## src/rtl/imm_encoder_pkg.sv

```systemverilog
// Shared constants and the packer request record for imm_encoder.
// Optional immediate range checking is enabled with IMM_ENC_RANGE_CHECK_EN.
package imm_encoder_pkg;

    localparam logic [1:0]  FMT_I      = 2'd0;
    localparam logic [1:0]  FMT_S      = 2'd1;
    localparam logic [1:0]  FMT_B      = 2'd2;
    localparam logic [1:0]  FMT_U      = 2'd3;

    localparam logic [6:0]  OPC_LUI    = 7'b0110111;
    localparam logic [6:0]  OPC_OPIMM  = 7'b0010011;
    localparam logic [2:0]  F3_ADDI    = 3'b000;
    localparam logic [31:0] NOP_INSTR  = 32'h0000_0013;

    typedef struct packed {
        logic [1:0]  fmt;
        logic [6:0]  op;
        logic [2:0]  f3;
        logic [4:0]  rd;
        logic [4:0]  rs1;
        logic [4:0]  rs2;
        logic [31:0] imm;
    } pack_req_t;

endpackage

```

## src/rtl/imm_encoder_if.sv

```systemverilog
// Request and instruction-word streams of imm_encoder, each valid/ready.
interface imm_encoder_if #(parameter int N = 32);
    logic         req_valid;
    logic         req_ready;
    logic         req_li;
    logic [1:0]   req_fmt;
    logic [6:0]   req_opcode;
    logic [2:0]   req_funct3;
    logic [4:0]   req_rd;
    logic [4:0]   req_rs1;
    logic [4:0]   req_rs2;
    logic [N-1:0] req_imm;
    logic         out_valid;
    logic         out_ready;
    logic [N-1:0] out_instr;
    logic         out_last;
    logic         out_err;

    modport master (
        output req_valid, req_li, req_fmt, req_opcode, req_funct3,
               req_rd, req_rs1, req_rs2, req_imm, out_ready,
        input  req_ready, out_valid, out_instr, out_last, out_err
    );

    modport slave (
        input  req_valid, req_li, req_fmt, req_opcode, req_funct3,
               req_rd, req_rs1, req_rs2, req_imm, out_ready,
        output req_ready, out_valid, out_instr, out_last, out_err
    );
endinterface

```

## src/rtl/imm_field_packer.sv

```systemverilog
// Combinational packer: format + register/opcode fields + immediate -> instruction word.
module imm_field_packer
    import imm_encoder_pkg::*;
(
    input  pack_req_t   i_req,
    output logic [31:0] o_word
);
    always_comb begin
        o_word = '0;
        case (i_req.fmt)
            FMT_I:   o_word = {i_req.imm[11:0], i_req.rs1, i_req.f3, i_req.rd, i_req.op};
            FMT_S:   o_word = {i_req.imm[11:5], i_req.rs2, i_req.rs1, i_req.f3,
                               i_req.imm[4:0], i_req.op};
            FMT_B:   o_word = {i_req.imm[12], i_req.imm[10:5], i_req.rs2, i_req.rs1, i_req.f3,
                               i_req.imm[4:1], i_req.imm[11], i_req.op};
            default: o_word = {i_req.imm[31:12], i_req.rd, i_req.op};
        endcase
    end
endmodule

```

## src/rtl/imm_encoder.sv

```systemverilog
// Immediate/instruction encoder with LI pseudo-op expansion into LUI/ADDI.
// Define IMM_ENC_RANGE_CHECK_EN to flag out-of-range immediates on out_err.
module imm_encoder
    import imm_encoder_pkg::*;
#(
    parameter int N = 32
) (
    input  logic        clk,
    input  logic        rst_n,
    imm_encoder_if.slave bus
);
    localparam logic [1:0] S_IDLE  = 2'd0;
    localparam logic [1:0] S_BEAT1 = 2'd1;
    localparam logic [1:0] S_BEAT2 = 2'd2;

    logic [1:0]   r_state;
    logic [N-1:0] r_instr, r_next;
    logic         r_last, r_err;

    logic [19:0]  w_hi;
    logic [11:0]  w_lo;
    logic         w_li_nop, w_li_two, w_acc, w_handoff, w_err;
    pack_req_t    w_p1, w_p2;
    logic [31:0]  w_word1, w_word2;

    // (imm + 0x800) >> 12 == imm[31:12] + imm[11], wrapping in 20 bits
    assign w_hi     = bus.req_imm[31:12] + {19'd0, bus.req_imm[11]};
    assign w_lo     = bus.req_imm[11:0];
    assign w_li_nop = (bus.req_rd == 5'd0);
    assign w_li_two = !w_li_nop && (w_hi != 20'd0) && (w_lo != 12'd0);

    always_comb begin
        w_p1 = '{fmt: bus.req_fmt, op: bus.req_opcode, f3: bus.req_funct3, rd: bus.req_rd,
                 rs1: bus.req_rs1, rs2: bus.req_rs2, imm: bus.req_imm};
        if (bus.req_li) begin
            if (w_li_nop)
                w_p1 = '{fmt: FMT_I, op: OPC_OPIMM, f3: F3_ADDI, rd: 5'd0, rs1: 5'd0, rs2: 5'd0,
                         imm: 32'd0};
            else if (w_hi != 20'd0)
                w_p1 = '{fmt: FMT_U, op: OPC_LUI, f3: F3_ADDI, rd: bus.req_rd, rs1: 5'd0,
                         rs2: 5'd0, imm: {w_hi, 12'd0}};
            else
                w_p1 = '{fmt: FMT_I, op: OPC_OPIMM, f3: F3_ADDI, rd: bus.req_rd, rs1: 5'd0,
                         rs2: 5'd0, imm: {20'd0, w_lo}};
        end
    end

    assign w_p2 = '{fmt: FMT_I, op: OPC_OPIMM, f3: F3_ADDI, rd: bus.req_rd, rs1: bus.req_rd,
                    rs2: 5'd0, imm: {20'd0, w_lo}};

    imm_field_packer u_pack1 (.i_req(w_p1), .o_word(w_word1));
    imm_field_packer u_pack2 (.i_req(w_p2), .o_word(w_word2));

`ifdef IMM_ENC_RANGE_CHECK_EN
    always_comb begin
        case (bus.req_fmt)
            FMT_I, FMT_S: w_err = !((&bus.req_imm[31:11]) || !(|bus.req_imm[31:11]));
            FMT_B:        w_err = bus.req_imm[0] ||
                                  !((&bus.req_imm[31:12]) || !(|bus.req_imm[31:12]));
            default:      w_err = |bus.req_imm[11:0];
        endcase
        if (bus.req_li) w_err = 1'b0;
    end
`else
    assign w_err = 1'b0;
`endif

    assign bus.out_valid = (r_state != S_IDLE);
    assign bus.out_instr = r_instr;
    assign bus.out_last  = r_last;
    assign bus.out_err   = r_err;
    assign w_handoff     = bus.out_valid && bus.out_ready;
    assign bus.req_ready = (r_state == S_IDLE) || (w_handoff && r_last);
    assign w_acc         = bus.req_valid && bus.req_ready;

    always_ff @(posedge clk or negedge rst_n) begin
        if (!rst_n) begin
            r_state <= S_IDLE;
            r_instr <= '0;
            r_next  <= '0;
            r_last  <= 1'b0;
            r_err   <= 1'b0;
        end else if (w_acc) begin
            r_state <= S_BEAT1;
            r_instr <= w_word1;
            r_next  <= w_word2;
            r_last  <= !(bus.req_li && w_li_two);
            r_err   <= w_err;
        end else if (w_handoff) begin
            // a non-last handoff can only be the LUI half of a two-word LI
            if (!r_last) begin
                r_state <= S_BEAT2;
                r_instr <= r_next;
                r_last  <= 1'b1;
                r_err   <= 1'b0;
            end else begin
                r_state <= S_IDLE;
            end
        end
    end
endmodule
```

## src/flat_wrapper.sv

```systemverilog
// flat-port wrapper written by rule: the top's interface ports become plain ports
module imm_encoder_flat import imm_encoder_pkg::*;
#(
    parameter int N = 32
)
  (clk, rst_n, bus_req_valid, bus_req_li, bus_req_fmt, bus_req_opcode, bus_req_funct3, bus_req_rd, bus_req_rs1, bus_req_rs2, bus_req_imm, bus_out_ready, bus_req_ready, bus_out_valid, bus_out_instr, bus_out_last, bus_out_err);
  imm_encoder_if #(.N(N)) bus_i ();
  input  logic clk;
  input  logic rst_n;
  input wire logic [$bits(bus_i.req_valid)-1:0] bus_req_valid;
  input wire logic [$bits(bus_i.req_li)-1:0] bus_req_li;
  input wire logic [$bits(bus_i.req_fmt)-1:0] bus_req_fmt;
  input wire logic [$bits(bus_i.req_opcode)-1:0] bus_req_opcode;
  input wire logic [$bits(bus_i.req_funct3)-1:0] bus_req_funct3;
  input wire logic [$bits(bus_i.req_rd)-1:0] bus_req_rd;
  input wire logic [$bits(bus_i.req_rs1)-1:0] bus_req_rs1;
  input wire logic [$bits(bus_i.req_rs2)-1:0] bus_req_rs2;
  input wire logic [$bits(bus_i.req_imm)-1:0] bus_req_imm;
  input wire logic [$bits(bus_i.out_ready)-1:0] bus_out_ready;
  output wire logic [$bits(bus_i.req_ready)-1:0] bus_req_ready;
  output wire logic [$bits(bus_i.out_valid)-1:0] bus_out_valid;
  output wire logic [$bits(bus_i.out_instr)-1:0] bus_out_instr;
  output wire logic [$bits(bus_i.out_last)-1:0] bus_out_last;
  output wire logic [$bits(bus_i.out_err)-1:0] bus_out_err;
  assign bus_i.req_valid = bus_req_valid;
  assign bus_i.req_li = bus_req_li;
  assign bus_i.req_fmt = bus_req_fmt;
  assign bus_i.req_opcode = bus_req_opcode;
  assign bus_i.req_funct3 = bus_req_funct3;
  assign bus_i.req_rd = bus_req_rd;
  assign bus_i.req_rs1 = bus_req_rs1;
  assign bus_i.req_rs2 = bus_req_rs2;
  assign bus_i.req_imm = bus_req_imm;
  assign bus_i.out_ready = bus_out_ready;
  assign bus_req_ready = bus_i.req_ready;
  assign bus_out_valid = bus_i.out_valid;
  assign bus_out_instr = bus_i.out_instr;
  assign bus_out_last = bus_i.out_last;
  assign bus_out_err = bus_i.out_err;
  imm_encoder #(.N(N)) u_core (.clk(clk), .rst_n(rst_n), .bus(bus_i));
endmodule
```

## config.mk

```make
export PLATFORM = sky130hd
export DESIGN_NAME = imm_encoder_flat
export DESIGN_NICKNAME = d
export VERILOG_FILES = /design/src/rtl/imm_encoder_pkg.sv /design/src/rtl/imm_encoder_if.sv /design/src/rtl/imm_field_packer.sv /design/src/rtl/imm_encoder.sv /design/src/flat_wrapper.sv
export SDC_FILE = /design/constraint.sdc
export NUM_CORES = 1
export LEC_CHECK = 0
export CORE_ASPECT_RATIO = 0.5
export CORE_MARGIN = 3
export CORE_UTILIZATION = 55
export CTS_BUF_LIST = sky130_fd_sc_hd__clkbuf_2 sky130_fd_sc_hd__clkbuf_4 sky130_fd_sc_hd__clkbuf_8
export DETAILED_ROUTE_END_ITERATION = 12
export PLACE_DENSITY = 0.84
export SLEW_MARGIN = 10
export SYNTH_ARGS = -nofsm -noshare
export SYNTH_HDL_FRONTEND = slang
export SYNTH_HIERARCHICAL = 1
export SYNTH_SLANG_ARGS = --single-unit
```

## constraint.sdc

```tcl
create_clock -name clk -period 1.8 [get_ports clk]
set_input_delay 0.36 -clock clk [delete_from_list [all_inputs] [get_ports clk]]
set_output_delay 0.36 -clock clk [all_outputs]
set_load 0.01 [all_outputs]
```

======== Yosys cells after proc, flatten, opt, wreduce, memory -nomap -nowiden ========
Index checks and enable logic that the tools add are counted.
storage, ports and cells
  register bits ........................... 61
  input bits .............................. 64
  output and inout bits ................... 36
  word-level logic and storage cells ...... 41
operators by class
  add/sub/neg operators ................... 1
  equal/unequal tests ..................... 3
  mux-type cells .......................... 15
  reductions and logical operators ........ 17
operators with widths
  operator                                              count
  two-way mux 59 bit                                    3
  two-way mux 32 bit                                    3
  case mux 32 bit (3 select lines)                      1
  adder 20 x 1 -> 20 bit                                1
  nonzero test 20 bit                                   1
  nonzero test 12 bit                                   1
  logical AND 1 bit                                     6
  two-way mux 2 bit                                     3
  zero test 5 bit                                       1
  two-way mux 1 bit                                     5
  zero test 2 bit                                       2
  nonzero test 2 bit                                    2
  equality test 2 x 1 -> 1 bit (second input constant)  1
  equality test 2 bit (second input constant)           1
  zero test 1 bit                                       2
  inequality test 2 bit (second input constant)         1
  AND reduction 2 bit                                   1
  logical OR 1 bit                                      1

======== Logic depth before layout (Yosys ltp) ========
  depth after elaboration ................. 8
  depth in mapped cells ................... 16
  gate-level depth less buffers ........... 12

======== Hierarchy ========
The synthesis kept the hierarchy.
modules (own cells, without submodules)
  module            times used  cells an instance  area an instance (um^2)
  imm_encoder       1           435                4149.0
  imm_field_packer  2           52                 604.3

======== Worst setup path before layout ========
No wires, ideal clock.
  kind .................................... input port to flip-flop
  start ................................... in bus_req_imm[11]
  end ..................................... reg u_core.r_instr[10] (netlist: u_core/bus.out_instr[10])
  library setup time ...................... 137 ps
  arrival time ............................ 3140 ps
  path slack .............................. -1477 ps
  stages on the path ...................... 14
  cell sequence ........................... ha_1 -> ha_1 -> buf_2 -> nor3_1 -> a31oi_1 -> or4_1 -> a211oi_1 -> nand3_1 -> a22o_1 -> buf_6 -> xnor2_4 -> mux2_4 -> nor2_1 -> a21oi_1
RTL lines
  element               line                text
  start, declared       flat_wrapper.sv:18  input wire logic [$bits(bus_i.req_imm)-1:0] bus_req_imm;
  end signal, assigned  imm_encoder.sv:85   r_instr <= w_word1;
  end signal, assigned  imm_encoder.sv:93   r_instr <= r_next;
  end, declared         imm_encoder.sv:17   logic [N-1:0] r_instr, r_next;

==> impl_metrics.yaml <==
placement:
  port_buffers: 98
  dp_hpwl_um: 11500
  place_area_um2: 7040
  gp_congestion: 0.919
  dp.cells: 829
  pre_cts_ws_ns: -1.86
yosys:
  synthAdderAreaFrac_pct: 0.467
  async_reset_ff_share_pct: 100
  ys.flop_type: "dfrtp_1"
  synth_xor_area_share_pct: 2.34
  netlist_instances: 539
  synth_cell_type_count: 57
  synth_edf_count: 0
  yosysTopAreaCell: "dfrtp_1"
  synthMuxAreaShare_pct: 29.7
  netlist_area_um2: 5360
  yosys.cell_count.top_type: "mux2i_1"
  synth_top_family_by_area: "multiplexers"
  ys_top_cells_by_area: "dfrtp_1, mux2i_1, mux2_2, mux2_4, a21oi_1"
  yosys.area_share.simple_pct: 16.6
  synth_top_area_share_pct: 31.3
  avgSynthCellArea_um2: 9.94
  yosys_warnings: 6
  synth_compound_area_share_pct: 11.5
  synth_seq_area_share_pct: 31.3
  yosys-top-cells-count: "mux2i_1, dfrtp_1, a21oi_1, nor2_1, mux2_2"
  synth-seq-cells: 67
power:
  combPwrFrac_pct: 45.4
  clkPwrFrac_pct: 20.6
  p_sw_uw: 2830
  p_per_area_nw_per_um2: 1020
  p_sw_share_pct: 36.2
  pwr-share-seq_pct: 33.9
  p_int_uw: 4990
  p_leak_uw: 0.00330
  vdd_ir_drop_max_mv: 0.505
route:
  top_layer: "met4"
  final_antenna_net_count: 0
  drc: 0
  routed-wl-met3_um: 1980
  drtIter0Drc: 524
  wl_met1_um: 7650
  wl_per_cell_um: 23.2
  route.vias.total: 5350
  routed_via_density: 6.22
  dr_wl_met2_um: 9170
  routed_wirelength_um: 20000
  first_pass_iters: 8
clock_tree:
  numCtsBuffers: 9
  tritoncts: "done"
  clock-sinks: 67
  holdBufCountCts: 0
  htreeDepth: 3
  clk_path_buf_depth: 2
  clkTransAtPathRegs_ns: 0.08
  clockRootBuffer: "clkbuf_8"
  clock_latency_ns: 0.37
cells_and_area:
  final_cells: 860
  nets: 791
  area_growth_pct: 43.3
  fillerInstances: 476
  final_util_pct: 84.6
  stdcell_area_um2: 7670
  drive_gt1_share_pct: 36.2
  antenna_cells: 0
  multi_input_area_um2: 3710
  register_area_um2: 1680
timing:
  min_period_ns: 3.00
  worstMarginPinSlew_ns: 0.605
  skew_ns: 0.0123
  rsz0062_at_grt: "yes"
  fmax_ghz: 0.333
  hold_viol: 2
  final.period_utilization_pct: 167
  tns_ns: -29.47
  whs_ns: -0.00266
  setup_violations: 28
  drv_slew: 0
  worst_slack_ns: -1.20
  max_slew_margin_pct: 59.1
global_route:
  grt_use_total_pct: 33.1
  grt_max_degree: 68
  grt_pass1_vias: 5281
  antenna_found_initial: 0
  gr-total-overflow: 0
  grt_pass1_wl_um: 28300
setup_path:
  ff2ff_setup_slack_ns: 0.07
  start_kind: "input pin"
  cp_max_fo: 8
  cp-startpoint: "bus_req_imm[11]"
  cp-end-kind: "flip-flop"
  arrival_ns: 3.24
  cp_data_required_time_ns: 2.04
  r2r_start: "u_core/r_state[0]"
  path_class: "input pin to flip-flop"
job:
  cap_violations: 0
floorplanning:
  dieArea_um2: 11000
  pin_count: 100
  die-height_um: 75.8
  initial_utilization_pct: 59.1
  num_rows: 24
  fp.dieW_um: 146
  core_um2: 9070
worst_hold_path:
  hold_class: "input pin to async pin"
outcome:
  violations: "hold timing, setup timing"
  status: "finished with violations"
==> metal layers <==
layer / track usage [%] / vias up
met5: 0 / -
met4: 17.7 / 0
met3: 8.91 / 122
met2: 56.9 / 400
met1: 39.6 / 2582
li1: - / 2246
==> repair_timing <==
action / CTS / global route
gates cloned: 2 / 0
hold endpoints to repair: 0 / 0
pin swaps: 27 / 20
setup endpoints to repair: 30 / 29
gates resized for setup: 75 / 33
buffers inserted: 11 / 5
==> stage by stage <==
stage / power, uW / hold slack (ns)
floorplan: 4160 / 0.0644
global placement: 5570 / 0.403
detailed placement: 5730 / 0.414
CTS: 7400 / 0.0248
global route: 8090 / 0.0383
finish: 7830 / -0.00266
==> placed cells by master (no fill, tap or decap), types with 14 or more instances in the layout <==
cell type        Yosys  layout
clkdlybuf4s50_1      0      76
buf_4               20      82
conb_1               2      44
dfrtp_1             67      67
nand2_1             25      24
nor2_1              43      30
mux2i_1             72      69
dlygate4sd2_1        0      14
mux2_4              28      31
mux2_2              40      37
nor2b_1             18      16
a21oi_1             44      35
o21ai_0             24      24
==> power by group through the flow <==
stage | Clock [uW] | Sequential [uW] | Combinational [uW]
detailed placement | 0 | 2590 | 3140
CTS | 1590 | 2570 | 3250
finish | 1610 | 2660 | 3560
global placement | 0 | 2550 | 3020
floorplan | 0 | 2650 | 1510
global route | 1670 | 2710 | 3710
==> critical path, cell delays in order <==
cell and delay [ns]:
buf_8 0.11, ha_4 0.16, ha_4 0.17, buf_6 0.12, nor3_4 0.09, a31oi_1 0.06, or4_4 0.54, a211oi_4 0.28
nand3_2 0.18, a22o_4 0.34, nand2_8 0.14, buf_12 0.12, mux2_4 0.29, nor2_1 0.19, a21oi_1 0.09
==> worst paths after layout <==
check	endpoint	depth (start not counted)
worst max-delay path	u_core/bus.out_instr[19]	15
worst min-delay path	u_core/r_next[30]	2
worst max register to register	u_core/bus.out_instr[17]	6
worst min register to register	u_core/r_next[8]	1
max in group asynchronous	u_core/bus.out_instr[1]	2
min in group clk	u_core/r_next[8]	1
==> registers in the layout (all words and copies together), names as in the netlist <==
register	flops
u_core/bus.out_last	1
u_core/r_next	32
u_core/bus.out_instr	32
u_core/r_state	2
==> logic make-up (layout without fill, tap and decap cells) <==
kind of cell / count (synthesis) / in the layout
AND/OR/NAND/NOR: 150 / 150
buffers and inverters: 69 / 218
XOR/XNOR: 10 / 10
adder cells (fa/ha/maj): 2 / 2
multiplexers: 140 / 140
other: 2 / 44
flip-flops: 67 / 67
AO/OA/AOI/OAI: 99 / 99
==> final cells by class <==
| type | count | area share [%] |
|---|---|---|
| Inverter | 5 | 0.245 |
| Multi-Input combinational cell | 445 | 48.4 |
| Clock inverter | 6 | 1.47 |
| Clock buffer | 10 | 1.71 |
| Timing Repair Buffer | 197 | 24.2 |
| Sequential cell | 67 | 21.8 |
| Tap cell | 130 | 2.12 |
Power figures use the tool's default switching activity.
